`src/rtl/meissa_pe_acc_if.sv`:
```
// Operand, config and result bundle for one MEISSA processing element.
// The master side drives operands and control; the slave side is the PE.
interface meissa_pe_acc_if #(
    parameter int DATA_WIDTH = 8,
    parameter int ACC_WIDTH  = 2*DATA_WIDTH+8,
    parameter int CNT_WIDTH  = 8
);
    logic                  en;
    logic                  start;
    logic                  stop;
    logic                  cfg_signed;
    logic                  cfg_acc_en;
    logic [CNT_WIDTH-1:0]  cfg_acc_len;
    logic                  in_valid;
    logic [DATA_WIDTH-1:0] input_west;
    logic [DATA_WIDTH-1:0] input_north;
    logic [DATA_WIDTH-1:0] output_east;
    logic [DATA_WIDTH-1:0] output_south;
    logic                  valid_east;
    logic                  valid_south;
    logic [ACC_WIDTH-1:0]  cell_product;
    logic                  product_valid;
    logic                  busy;
    logic                  ovf;

    modport master (
        output en, start, stop, cfg_signed, cfg_acc_en, cfg_acc_len,
               in_valid, input_west, input_north,
        input  output_east, output_south, valid_east, valid_south,
               cell_product, product_valid, busy, ovf
    );

    modport slave (
        input  en, start, stop, cfg_signed, cfg_acc_en, cfg_acc_len,
               in_valid, input_west, input_north,
        output output_east, output_south, valid_east, valid_south,
               cell_product, product_valid, busy, ovf
    );
endinterface

```
`src/rtl/meissa_pe_acc.sv`:
```
// MEISSA processing element: forwards operands east/south and either emits
// each product (MULT) or sums a configurable number of products (ACC).
module meissa_pe_acc #(
    parameter int DATA_WIDTH = 8,
    parameter int ACC_WIDTH  = 2*DATA_WIDTH+8,
    parameter int CNT_WIDTH  = 8
) (
    input logic                clk,
    input logic                rst,
    meissa_pe_acc_if.slave     bus
);
    typedef enum logic [1:0] {IDLE, MULT, ACC} state_t;

    state_t                state;
    logic                  sgn;
    logic [CNT_WIDTH-1:0]  len_q;
    logic [CNT_WIDTH-1:0]  count;
    logic [ACC_WIDTH-1:0]  acc;

    logic        [2*DATA_WIDTH-1:0] prod_u;
    logic signed [2*DATA_WIDTH-1:0] prod_s;
    logic [ACC_WIDTH-1:0]  p_ext;
    logic [ACC_WIDTH:0]    sum_c;
    logic [ACC_WIDTH-1:0]  sum;
    logic                  add_ovf;
    logic [CNT_WIDTH-1:0]  len_eff;
    logic                  last;

    // Both products are formed at full width so the multiply never truncates.
    assign prod_u = {{DATA_WIDTH{1'b0}}, bus.input_west} * {{DATA_WIDTH{1'b0}}, bus.input_north};
    assign prod_s = $signed({{DATA_WIDTH{bus.input_west[DATA_WIDTH-1]}}, bus.input_west})
                  * $signed({{DATA_WIDTH{bus.input_north[DATA_WIDTH-1]}}, bus.input_north});
    assign p_ext  = sgn ? ACC_WIDTH'(prod_s) : ACC_WIDTH'(prod_u);

    assign sum_c   = {1'b0, acc} + {1'b0, p_ext};
    assign sum     = sum_c[ACC_WIDTH-1:0];
    assign add_ovf = sgn ? ((acc[ACC_WIDTH-1] == p_ext[ACC_WIDTH-1]) &&
                            (sum[ACC_WIDTH-1] != acc[ACC_WIDTH-1]))
                         : sum_c[ACC_WIDTH];

    assign len_eff = (len_q == '0) ? CNT_WIDTH'(1) : len_q;
    assign last    = (count == len_eff - CNT_WIDTH'(1));

    always_ff @(posedge clk) begin
        if (rst) begin
            state             <= IDLE;
            sgn               <= 1'b0;
            len_q             <= '0;
            count             <= '0;
            acc               <= '0;
            bus.output_east   <= '0;
            bus.output_south  <= '0;
            bus.valid_east    <= 1'b0;
            bus.valid_south   <= 1'b0;
            bus.cell_product  <= '0;
            bus.product_valid <= 1'b0;
            bus.busy          <= 1'b0;
            bus.ovf           <= 1'b0;
        end else if (bus.en) begin
            bus.valid_east    <= bus.in_valid;
            bus.valid_south   <= bus.in_valid;
            if (bus.in_valid) begin
                bus.output_east  <= bus.input_west;
                bus.output_south <= bus.input_north;
            end
            bus.product_valid <= 1'b0;
            case (state)
                IDLE: begin
                    if (bus.start) begin
                        sgn      <= bus.cfg_signed;
                        len_q    <= bus.cfg_acc_len;
                        bus.ovf  <= 1'b0;
                        acc      <= '0;
                        count    <= '0;
                        state    <= bus.cfg_acc_en ? ACC : MULT;
                        bus.busy <= 1'b1;
                    end
                end
                MULT: begin
                    if (bus.in_valid) begin
                        bus.cell_product  <= p_ext;
                        bus.product_valid <= 1'b1;
                    end
                    if (bus.stop) begin
                        state    <= IDLE;
                        bus.busy <= 1'b0;
                    end
                end
                ACC: begin
                    if (bus.in_valid && add_ovf) bus.ovf <= 1'b1;
                    if (bus.stop) begin
                        // Flush whatever partial group exists, including this beat.
                        if (bus.in_valid || count != '0) begin
                            bus.cell_product  <= bus.in_valid ? sum : acc;
                            bus.product_valid <= 1'b1;
                        end
                        acc      <= '0;
                        count    <= '0;
                        state    <= IDLE;
                        bus.busy <= 1'b0;
                    end else if (bus.in_valid) begin
                        if (last) begin
                            bus.cell_product  <= sum;
                            bus.product_valid <= 1'b1;
                            acc               <= '0;
                            count             <= '0;
                        end else begin
                            acc   <= sum;
                            count <= count + CNT_WIDTH'(1);
                        end
                    end
                end
                default: begin
                    state    <= IDLE;
                    bus.busy <= 1'b0;
                end
            endcase
        end
    end
endmodule

```
`src/flat_wrapper.sv`:
```
// flat-port wrapper written by rule: the top's interface ports become plain ports
module meissa_pe_acc_flat 
#(
    parameter int DATA_WIDTH = 8,
    parameter int ACC_WIDTH  = 2*DATA_WIDTH+8,
    parameter int CNT_WIDTH  = 8
)
  (clk, rst, bus_en, bus_start, bus_stop, bus_cfg_signed, bus_cfg_acc_en, bus_cfg_acc_len, bus_in_valid, bus_input_west, bus_input_north, bus_output_east, bus_output_south, bus_valid_east, bus_valid_south, bus_cell_product, bus_product_valid, bus_busy, bus_ovf);
  meissa_pe_acc_if #(.DATA_WIDTH(DATA_WIDTH), .ACC_WIDTH(ACC_WIDTH), .CNT_WIDTH(CNT_WIDTH)) bus_i ();
  input logic clk;
  input logic rst;
  input wire logic [$bits(bus_i.en)-1:0] bus_en;
  input wire logic [$bits(bus_i.start)-1:0] bus_start;
  input wire logic [$bits(bus_i.stop)-1:0] bus_stop;
  input wire logic [$bits(bus_i.cfg_signed)-1:0] bus_cfg_signed;
  input wire logic [$bits(bus_i.cfg_acc_en)-1:0] bus_cfg_acc_en;
  input wire logic [$bits(bus_i.cfg_acc_len)-1:0] bus_cfg_acc_len;
  input wire logic [$bits(bus_i.in_valid)-1:0] bus_in_valid;
  input wire logic [$bits(bus_i.input_west)-1:0] bus_input_west;
  input wire logic [$bits(bus_i.input_north)-1:0] bus_input_north;
  output wire logic [$bits(bus_i.output_east)-1:0] bus_output_east;
  output wire logic [$bits(bus_i.output_south)-1:0] bus_output_south;
  output wire logic [$bits(bus_i.valid_east)-1:0] bus_valid_east;
  output wire logic [$bits(bus_i.valid_south)-1:0] bus_valid_south;
  output wire logic [$bits(bus_i.cell_product)-1:0] bus_cell_product;
  output wire logic [$bits(bus_i.product_valid)-1:0] bus_product_valid;
  output wire logic [$bits(bus_i.busy)-1:0] bus_busy;
  output wire logic [$bits(bus_i.ovf)-1:0] bus_ovf;
  assign bus_i.en = bus_en;
  assign bus_i.start = bus_start;
  assign bus_i.stop = bus_stop;
  assign bus_i.cfg_signed = bus_cfg_signed;
  assign bus_i.cfg_acc_en = bus_cfg_acc_en;
  assign bus_i.cfg_acc_len = bus_cfg_acc_len;
  assign bus_i.in_valid = bus_in_valid;
  assign bus_i.input_west = bus_input_west;
  assign bus_i.input_north = bus_input_north;
  assign bus_output_east = bus_i.output_east;
  assign bus_output_south = bus_i.output_south;
  assign bus_valid_east = bus_i.valid_east;
  assign bus_valid_south = bus_i.valid_south;
  assign bus_cell_product = bus_i.cell_product;
  assign bus_product_valid = bus_i.product_valid;
  assign bus_busy = bus_i.busy;
  assign bus_ovf = bus_i.ovf;
  meissa_pe_acc #(.DATA_WIDTH(DATA_WIDTH), .ACC_WIDTH(ACC_WIDTH), .CNT_WIDTH(CNT_WIDTH)) u_core (.clk(clk), .rst(rst), .bus(bus_i));
endmodule
```
`config.mk`:
```
export PLATFORM = sky130hd
export DESIGN_NAME = meissa_pe_acc_flat
export DESIGN_NICKNAME = d
export VERILOG_FILES = /design/src/rtl/meissa_pe_acc_if.sv /design/src/rtl/meissa_pe_acc.sv /design/src/flat_wrapper.sv
export SDC_FILE = /design/constraint.sdc
export NUM_CORES = 1
export LEC_CHECK = 0
export ABC_AREA = 1
export BUFFER_PORTS_ARGS = -buffer_cell sky130_fd_sc_hd__buf_4
export CAP_MARGIN = 20
export CORE_MARGIN = 3
export CORE_UTILIZATION = 47
export CTS_BUF_LIST = sky130_fd_sc_hd__clkbuf_4 sky130_fd_sc_hd__clkbuf_8 sky130_fd_sc_hd__clkbuf_16
export CTS_CLUSTER_DIAMETER = 80
export DETAILED_ROUTE_END_ITERATION = 8
export GPL_TIMING_DRIVEN = 0
export SYNTH_ARGS = -nofsm -noshare
export SYNTH_HDL_FRONTEND = slang
export SYNTH_SLANG_ARGS = --single-unit
```
`constraint.sdc`:
```
create_clock -name clk -period 12.4 [get_ports clk]
set_input_delay 2.48 -clock clk [delete_from_list [all_inputs] [get_ports clk]]
set_output_delay 2.48 -clock clk [all_outputs]
set_load 0.02 [all_outputs]
```
; Word-level counts from Yosys, hierarchy flattened
; Index checks and enable logic that the tools add are counted.
[classes]
n_addsub = 3
n_mul = 2
eq_ne = 12
n_mux = 36
reduce_logical = 15
[ops]
columns = cell, n
row1 = 2-to-1 mux 24 bit, 11
row2 = one-hot mux 24 bit (2 select lines), 2
row3 = 2-to-1 mux 8 bit, 5
row4 = multiplier 8 x 8 -> 16 bit, 2
row5 = adder 24 x 24 -> 25 bit, 1
row6 = one-hot mux 8 bit (2 select lines), 1
row7 = 2-to-1 mux 1 bit, 10
row8 = adder 8 x 1 -> 8 bit (second input constant), 1
row9 = equality test 8 bit, 1
row10 = zero test 8 bit, 1
row11 = AND reduction 4 bit, 2
row12 = nonzero test 8 bit, 1
row13 = subtractor 8 x 1 -> 8 bit (second input constant), 1
row14 = 2-to-1 mux 2 bit, 3
row15 = inequality test 3 x 2 -> 1 bit (second input constant), 2
row16 = one-hot mux 1 bit (2 select lines), 3
row17 = AND reduction 3 bit, 2
row18 = AND reduction 6 bit, 1
row19 = inequality test 2 x 1 -> 1 bit (second input constant), 2
row20 = inequality test 2 bit (second input constant), 2
row21 = one-hot mux 2 bit (2 select lines), 1
row22 = nonzero test 2 bit, 2
row23 = inequality test 3 bit (second input constant), 1
row24 = equality test 2 x 1 -> 1 bit (second input constant), 1
row25 = 8 further kinds, 9
[word_totals]
ff_bits = 87
in_bits = 32

; Depth between registers and ports, before layout
; Gate-level depths: netlist (run 1).
[depth]
word_depth = 9
depth_mapped = 36

; Worst setup path after synthesis (run 1)
; Ideal clock, no wire load.
[synth_path]
path_kind = input to register
start = input bus_input_north[7]
end = register u_core.bus.cell_product[23] (netlist name)
setup_ns = 0.126
arrival_time_ns = 7.870
t_required_ns = 12.274
path_slack_ns = 4.404
cell_stages = 28
path_buffers = 1
cell_sequence = clkbuf_1 > inv_1 > or2_2 > fa_1 > fa_1 > inv_1 > fa_1 > inv_1 > fa_1 > inv_1 > ha_1 > nand2_1 > o21ai_0 > nand2_1 > nand4_1 > nand3b_1 > nand2_1 > nor2_1 > ha_1 > a21oi_1 > a21boi_0 > nor2_1 > nor2_1 > nand3_1 > nand2_1 > nand3_1 > o211ai_1 > a21oi_1
[synth_via]
elab_chain_cells = 7
elab_cells_between_ends = 11
cone_classes = add/sub (1) / mul (2) / mux (8)
[synth_rtl]
columns = element, line_no
row1 = "start, declared", flat_wrapper.sv:20  ; input wire logic [$bits(bus_i.input_north)-1:0] bus_input_north;
row2 = "multiplier 8 x 8 -> 16 bit, on equally long branches", "meissa_pe_acc.sv:30, meissa_pe_acc.sv:32"
row3 = 2-to-1 mux 24 bit (*), meissa_pe_acc.sv:33  ; assign p_ext = sgn ? ACC_WIDTH'(prod_s) : ACC_WIDTH'(prod_u);
row4 = adder 24 x 24 -> 25 bit, meissa_pe_acc.sv:35  ; assign sum_c = {1'b0, acc} + {1'b0, p_ext};
row5 = "2-to-1 mux 24 bit, on equally long branches", "meissa_pe_acc.sv:102, meissa_pe_acc.sv:94"
row6 = "2-to-1 mux 24 bit, on equally long branches", "meissa_pe_acc.sv:101, meissa_pe_acc.sv:93"
row7 = 2-to-1 mux 24 bit, meissa_pe_acc.sv:91  ; if (bus.stop) begin
row8 = one-hot mux 24 bit (2 select lines) (*), meissa_pe_acc.sv:67  ; case (state)
row9 = "end signal, assigned", meissa_pe_acc.sv:81  ; bus.cell_product <= p_ext;
row10 = "end signal, assigned", meissa_pe_acc.sv:94  ; bus.cell_product <= bus.in_valid ? sum : acc;
row11 = "end signal, assigned", meissa_pe_acc.sv:103  ; bus.cell_product <= sum;
row12 = "end, declared", meissa_pe_acc_if.sv:37  ; cell_product, product_valid, busy, ovf
; Mark *: on every way between the ends. The rest lies on a longest branch, timed or not. The select of a mux whose other input is x is not followed.
; A chain may end at the register's enable or synchronous reset.

; Worst setup path in the final report (run 1)
; Same ends and word-level chain as after synthesis.

==> metrics.md, run 1 <==
| Metric | Value |
|---|---|
| TritonCTS buffer count | `9` |
| Max Clk Rate | `106.5 MHz` |
| Die area | `22770 sq um` |
| Post-DP HPWL | `23250 microns` |
| Post-Syn Instances | `1426` |
| Met1 Track Usage GR | `0.3880` |
| Max stage delay on crit path | `0.81 ns` |
| Critical path class | `in2reg` |
| Slew Limit Fails | `0` |
| Vias in the first global route | `8844` |
| Combinational share of power | `0.643` |
| Tmin final | `9.389 ns` |
| Layout area overhead | `11.65%` |
| Cts hold-fix bufs | `0` |
| Largest net degree at the start of global routing | `16` |
| Endpoint of the worst hold path | `u_core.bus.ovf$_SDFFE_PP0P_` |
| Max stage delay cell, worst path | `nor2_1` |
| Setup crit start kind | `primary input` |
| Sw frac | `0.4911` |
| Sequential area share after synthesis | `0.1765` |
| Final period util | `0.7572` |
| Top post-synthesis cells by area | `dfxtp_1, fa_1, ha_1` |
| GP Congestion | `just under 1` |
| Core area | `20430 sq um` |
| Pwr per Cell Area | `160.0 nW/um^2` |
| WHS Path Cells | `2` |
| Die X | `150.9 microns` |
| Async S/R FF share, synth | `0` |
| All-layer global routing usage | `0.2589` |
| Share of cells above drive strength 1 | `0.08117` |
| Drt pass-1 iters | `5` |
| R2R Path Start | `u_core.sgn$_SDFFE_PP0P_` |
| Top FF cell, synth | `dfxtp_1` |
| Flops & latches, synth | `87` |
| Initial antenna violation count | `0` |
| Mapped cell area | `9868 sq um` |
| Flop-to-flop setup slack | `8.67 ns` |
| Worst-skew pair later-pin latency | `0.36 ns` |
| Die height | `approximately 150 microns` |
| Initial core utilization | `0.4830` |
| IO Pins | `between 70 and 80` |
| PortBufs | `61` |
| Max IR drop VDD | `80.73 uV` |
| CTS H-Tree Depth | `3` |
| Routed wire length | `28610 microns` |
| Worst setup margin | `3.011 ns` |
| Crit. End Element | `flop` |
| RSZ-0062 raised after global routing | `no` |
| Setup WS pre-CTS | `between 2 and 3 ns` |
| Worst-Margin Slew | `approximately 1.1 ns` |
| Hold Path Origin | `u_core.bus.ovf$_SDFFE_PP0P_` |
| Worst slew margin | `0.2949` |
| Final setup fails | `0` |
| Max-Cap Viols | `0` |
| Multi-input gate area | `6859 sq um` |
| Global-route wire length before repair | `46340 microns` |
| DRC | `0` |
| Vias per cell | `5.317` |
| Post-synth EDFFs | `0` |
| Part of the power in registers | `0.172` |
| Setup bufs post-CTS | `0` |
| Number of antenna cells inserted | `0` |
| Clock-pin slew on the worst setup and hold paths | `0.07 ns` |
| Final net count | `roughly 1700` |
| Final setup TNS | `0 ns` |
| R2r worst-path depth | `15` |
| Mapped Nets | `1632` |
| Root Buffer | `clkbuf_16` |
| Synth area leader | `dfxtp_1` |
| Congestion Overflow GR | `0` |
| FF-to-FF End | `u_core.bus.cell_product[21]$_SDFFE_PP0P_` |
| Final Hold Vio Count | `0` |
| CTS sink cnt | `between 80 and 90` |
| # fillers | `between 2000 and 2500` |
| Most common cell in the synthesized netlist | `nand2_1` |
| Worst hold path class | `reg2reg` |
| Req. time, crit path | `roughly 13 ns` |
| Routed WL per cell | `between 15 and 20 microns` |
| Max clock buf depth | `2` |
| WP data arrival | `9.61 ns` |
| Met2 GRT Util | `0.3983` |
| FF/Latch Area | `1742 sq um` |
| Clock power share | `0.185` |
| Via count | `9427` |
| Crit path max fanout | `9` |
| Outcome | `complete, no violations` |
| Leak | `0.005708 uW` |
| CTS tree | `yes` |
| Average size of a mapped cell | `6.920 sq um` |
| Yosys warning count | `0` |
| Routed Antenna Nets | `0` |
| DRT iter0 DRCs | `635` |
| Clk_skew | `about 0.012 ns` |
| Top Usage Layer GRT | `met2` |
| Sw power | `about 870 uW` |
| Yosys top cell area share | `0.1765` |
| Int Pwr | `about 900 uW` |
| Row count | `52` |
| Synth cell count leaders | `nand2_1, inv_1, nor2_1, a21oi_1, ha_1` |
| GR Util met3 | `0.03770` |
| Cts repair resizes | `0` |
| Cell variety after synth | `42` |
-- flip-flops by register name (all words and copies together), names as in the netlist --
signal,cells
u_core.acc,24
u_core.bus.product_valid,1
u_core.len_q,8
u_core.bus.ovf,1
u_core.bus.valid_east,1
u_core.bus.cell_product,24
u_core.bus.output_east,8
u_core.bus.busy,1
u_core.bus.output_south,8
u_core.sgn,1
u_core.count,8
u_core.state,2
-- how the worst max path moves through the flow --
| stage | startpoint | endpoint | slack (ns) |
|---|---|---|---|
| floorplan | bus_input_north[7] | u_core.bus.cell_product[23]$_SDFFE_PP0P_ | 4.40 |
| global placement | bus_input_north[7] | u_core.bus.ovf$_SDFFE_PP0P_ | 2.83 |
| detailed placement | bus_input_north[7] | u_core.bus.ovf$_SDFFE_PP0P_ | 2.79 |
| CTS | bus_input_north[7] | u_core.bus.ovf$_SDFFE_PP0P_ | 3.16 |
| global route | bus_input_north[7] | u_core.bus.cell_product[23]$_SDFFE_PP0P_ | 2.65 |
| finish | bus_input_north[7] | u_core.bus.cell_product[23]$_SDFFE_PP0P_ | 3.01 |
-- cells in the final DEF (no fill, tap or decap), types with 2 or more instances in the layout --
cell type and instances:
a31oi_1 2, clkbuf_1 34, buf_1 7, o21bai_1 11
nand3b_1 2, buf_2 5, nand3_1 71, nor2_2 4
fa_1 86, and2_1 3, o21a_1 5, xnor2_1 7
a21oi_4 2, nor3_1 10, dfxtp_1 87, ha_1 88
a21oi_1 111, o21ai_1 24, o22ai_1 7, xor2_1 20
nand2_2 2, inv_1 267, nand2_1 281, a21boi_0 2
o211ai_1 6, bufinv_16 3, nand4_1 36, inv_2 11
a21o_1 12, or2_2 12, nor2_1 114, o21ai_0 83
buf_6 3, buf_4 62, clkbuf_16 9, nand2_4 2
-- power by group through the flow --
stage | logic (uW) | clock network (uW) | registers, uW
3_5_place_dp | 1120 | 0 | 309
6_report | 1130 | 327 | 303
3_3_place_gp | 1120 | 0 | 309
4_1_cts | 1130 | 332 | 303
5_1_grt | 1300 | 342 | 304
2_1_floorplan | 834 | 0 | 320
-- final cells by class --
cell class,count,area share
well taps,270,0.03066
plain buffers,50,0.01999
clock inverters,6,0.01045
clock buffers,10,0.02169
multi-input cells,1010,0.6225
inverters,279,0.09505
flip-flops and latches,87,0.1581
repair buffers,61,0.04156
-- layer usage --
metal | up-vias | routed length (microns)
met5 | - | 0
met4 | 0 | 491
met3 | 35 | 1802
met2 | 283 | 12350
met1 | 4436 | 13970
li1 | 4673 | -
-- critical path, delay by kind of cell --
kind                     cells  cell delay [ns]
AO/OA/AOI/OAI                5             1.00
adder cells (fa/ha/maj)      6             2.71
buffers and inverters        6             1.02
AND/OR/NAND/NOR             12             2.36
-- through the flow --
| stage | total power, uW | std cells | utilization | hold WS [ns] | area, sq um |
|---|---|---|---|---|---|
| 2_1_floorplan | 1154 | 1426 | - | 0.4552 | 9868 |
| 3_3_place_gp | 1425 | 1757 | 0.5220 | 0.4570 | 10660 |
| 3_5_place_dp | 1430 | 1757 | 0.5220 | 0.4473 | 10660 |
| 4_1_cts | 1763 | 1773 | 0.5393 | 0.4576 | 11020 |
| 5_1_grt | 1950 | 1773 | 0.5393 | 0.4858 | 11020 |
| 6_report | 1763 | 1773 | 0.5393 | 0.4563 | 11020 |
-- cell families after synthesis --
group	share of synthesized area
and+or+nand+nor	0.2371
buffers and inverters	0.1284
AOI/OAI and AO/OA	0.1470
adders and majority gates	0.2860
DFF	0.1765
xor gates and xnor gates	0.02396
muxes	0.001014
No activity file was read; power rests on OpenSTA's default activity.
==> run 2: changes to the inputs <==
--- a/config.mk
+++ b/config.mk
@@ -14,6 +14,7 @@
 export CTS_CLUSTER_DIAMETER = 80
 export DETAILED_ROUTE_END_ITERATION = 8
 export GPL_TIMING_DRIVEN = 0
+export PLACE_DENSITY = 0.67
 export SYNTH_ARGS = -nofsm -noshare
 export SYNTH_HDL_FRONTEND = slang
 export SYNTH_SLANG_ARGS = --single-unit
==> constraint.sdc (replaced) <==
create_clock -name clk -period 8.2 [get_ports clk]
set_input_delay 1.64 -clock clk [delete_from_list [all_inputs] [get_ports clk]]
set_output_delay 1.64 -clock clk [all_outputs]
set_load 0.02 [all_outputs]
==> run 2 against run 1 <==
Compared with the run above:
- clock power increased by 46%
- global-route usage decreased by 0.69 points
- count of clock-buffer cells in the layout unchanged
- largest power group unchanged
==> metrics.md, run 2 (synthesized netlist as in run 1, its figures left out) <==
| Metric | Value |
|---|---|
| TritonCTS buffer count | `9` |
| Routed Antenna Nets | `0` |
| # fillers | `about 2100` |
| Number of antenna cells inserted | `0` |
| Max IR drop VDD | `approximately 160 uV` |
| Initial antenna violation count | `0` |
| Die area | `22770 sq um` |
| FF/Latch Area | `about 1700 sq um` |
| Sw power | `1316 uW` |
| Flop-to-flop setup slack | `4.60 ns` |
| DRT iter0 DRCs | `around 660` |
| Multi-input gate area | `6867 sq um` |
| Worst-skew pair later-pin latency | `about 0.35 ns` |
| Root Buffer | `clkbuf_16` |
| DRC | `0` |
| WP data arrival | `8.03 ns` |
| Max stage delay cell, worst path | `fa_1` |
| Vias per cell | `5.318` |
| Max-Cap Viols | `0` |
| Sw frac | `0.4970` |
| Leak | `0.005703 uW` |
| Row count | `52` |
| Crit path max fanout | `10` |
| Critical path class | `in2reg` |
| Setup bufs post-CTS | `0` |
| Crit path top cell by count | `nand2_1` |
| Outcome | `complete, no violations` |
| Max Clk Rate | `129.1 MHz` |
| Routed WL per cell | `15.80 microns` |
| Clk_skew | `0.01275 ns` |
| All-layer global routing usage | `0.2519` |
| Core Util, Final | `0.5386` |
| Req. time, crit path | `8.49 ns` |
| Post-DP HPWL | `22820 microns` |
| PortBufs | `between 60 and 70` |
| CTS sink cnt | `87` |
| Max stage delay on crit path | `0.68 ns` |
| CTS tree | `yes` |
| Routed wire length | `28000 microns` |
| Die X | `150.9 microns` |
| Part of the power in registers | `0.173` |
| Clock power share | `0.180` |
| Vias in the first global route | `8837` |
| CP delay by family, top | `adder cells` |
| Crit. End Element | `flop` |
| RSZ-0062 raised after global routing | `no` |
| Final std cells w/o fill | `1772` |
| Leading registers by flop count | `u_core.acc x24, u_core.bus.cell_product x24` |
| Combinational share of power | `0.647` |
| Share of cells above drive strength 1 | `0.08189` |
| Drt pass-1 iters | `6` |
| Pwr per Cell Area | `~240 nW/um^2` |
| Clock-pin slew on the worst setup and hold paths | `0.07 ns` |
| Max clock buf depth | `2` |
| Commonest non-fill, non-tap cell in the layout | `nand2_1` |
| Via count | `9423` |
| R2r worst-path depth | `12` |
| Die height | `150.9 microns` |
| WL met3 | `1964 microns` |
| Tmin final | `7.745 ns` |
| FF-to-FF End | `u_core.bus.cell_product[20]$_SDFFE_PP0P_` |
| Setup crit start kind | `primary input` |
| Routed met1 length | `between 10000 and 15000 microns` |
| Final setup fails | `0` |
| Highest Signal Layer | `met4` |
| Core area | `20430 sq um` |
| Critical Path End | `u_core.bus.cell_product[20]$_SDFFE_PP0P_` |
| Largest net degree at the start of global routing | `17` |
| Worst-Margin Slew | `just under 0.8 ns` |
| Congestion Overflow GR | `0` |
| Met2 WL | `12350 microns` |
| Tot Pwr | `2649 uW` |
| GP Congestion | `0.9619` |
| Buf+Inv Stages, Crit Path | `5` |
| IO Pins | `between 70 and 80` |
| Worst hold path class | `reg2reg` |
| Worst slew margin | `0.4740` |
| Cts hold-fix bufs | `0` |
| Final Hold Vio Count | `0` |
| Final net count | `between 1500 and 2000` |
| R2R Path Start | `u_core.sgn$_SDFFE_PP0P_` |
| Int Pwr | `1332 uW` |
| Final period util | `0.9445` |
| CP startpoint | `bus_input_west[7]` |
| Layout area overhead | `11.51%` |
| Slew Limit Fails | `0` |
| Initial core utilization | `0.4830` |
| DP Cell Count | `1757` |
| Stages on the worst setup path | `27` |
| CTS H-Tree Depth | `3` |
| Global-route wire length before repair | `between 40000 and 50000 microns` |
| Most frequent cells in the layout | `nand2_1, inv_1, nor2_1` |
[run 2: cell count changes in the layout (fill, tap and decap cells not counted), sizes merged]
cell	change
clkbuf	-1
inv	+2
clkinvlp	-1
bufinv	-1
[run 2: metrics by stage]
stage	hold WS, ns	TNS (ns)	setup WS [ns]	cell area, sq um
final	0.4660	0	0.4553	11000
after global routing	0.4824	0	0.03517	11000
after CTS	0.4703	0	0.1587	11000
after detailed placement	0.4589	-4.487	-0.4966	10660
after global placement	0.4541	-3.849	-0.4340	10660
after floorplan	0.4552	0	1.044	9868
[run 2: worst min path at each step]
stage / slack, ns / depth (start not counted) / endpoint / startpoint
6_report: 0.47 / 2 / u_core.bus.ovf$_SDFFE_PP0P_ / u_core.bus.ovf$_SDFFE_PP0P_
5_1_grt: 0.48 / 2 / u_core.bus.ovf$_SDFFE_PP0P_ / u_core.bus.ovf$_SDFFE_PP0P_
4_1_cts: 0.47 / 2 / u_core.bus.ovf$_SDFFE_PP0P_ / u_core.bus.ovf$_SDFFE_PP0P_
3_5_place_dp: 0.46 / 2 / u_core.bus.ovf$_SDFFE_PP0P_ / u_core.bus.ovf$_SDFFE_PP0P_
3_3_place_gp: 0.45 / 2 / u_core.bus.busy$_SDFFE_PP0P_ / u_core.bus.busy$_SDFFE_PP0P_
2_1_floorplan: 0.46 / 2 / u_core.len_q[7]$_SDFFE_PP0P_ / u_core.len_q[7]$_SDFFE_PP0P_
[run 2: worst min-delay path: stages, from the launching register on]
cell	delay, ns
dfxtp_1	0.32
inv_1	0.05
a21oi_1	0.05
[run 2: cell type report]
cell class	count	area share
well taps	270	0.03070
clock inverters	6	0.008869
plain buffers	49	0.01967
inverters	279	0.09517
repair buffers	61	0.04161
flip-flops and latches	87	0.1583
multi-input cells	1010	0.6240
clock buffers	10	0.02172
[run 2: what timing repair did]
| action | in CTS | in global routing |
|---|---|---|
| setup endpoints to repair | 5 | 18 |
| pin swaps | 0 | 0 |
| resized for setup | 1 | 2 |
[run 2: routing by layer]
layer  global-route usage  up-vias
met1               0.3731     4401
li1                     -     4667
met3              0.02962       26
met5                    0        -
met4              0.04850        0
met2               0.3992      329
[run 2: power groups by stage]
stage                     clock network, uW  registers (uW)  logic, uW
final                                   477             458       1710
after global routing                    496             460       1970
after CTS                               480             458       1700
after detailed placement                  0             467       1690
after global placement                    0             467       1670
after floorplan                           0             483       1260
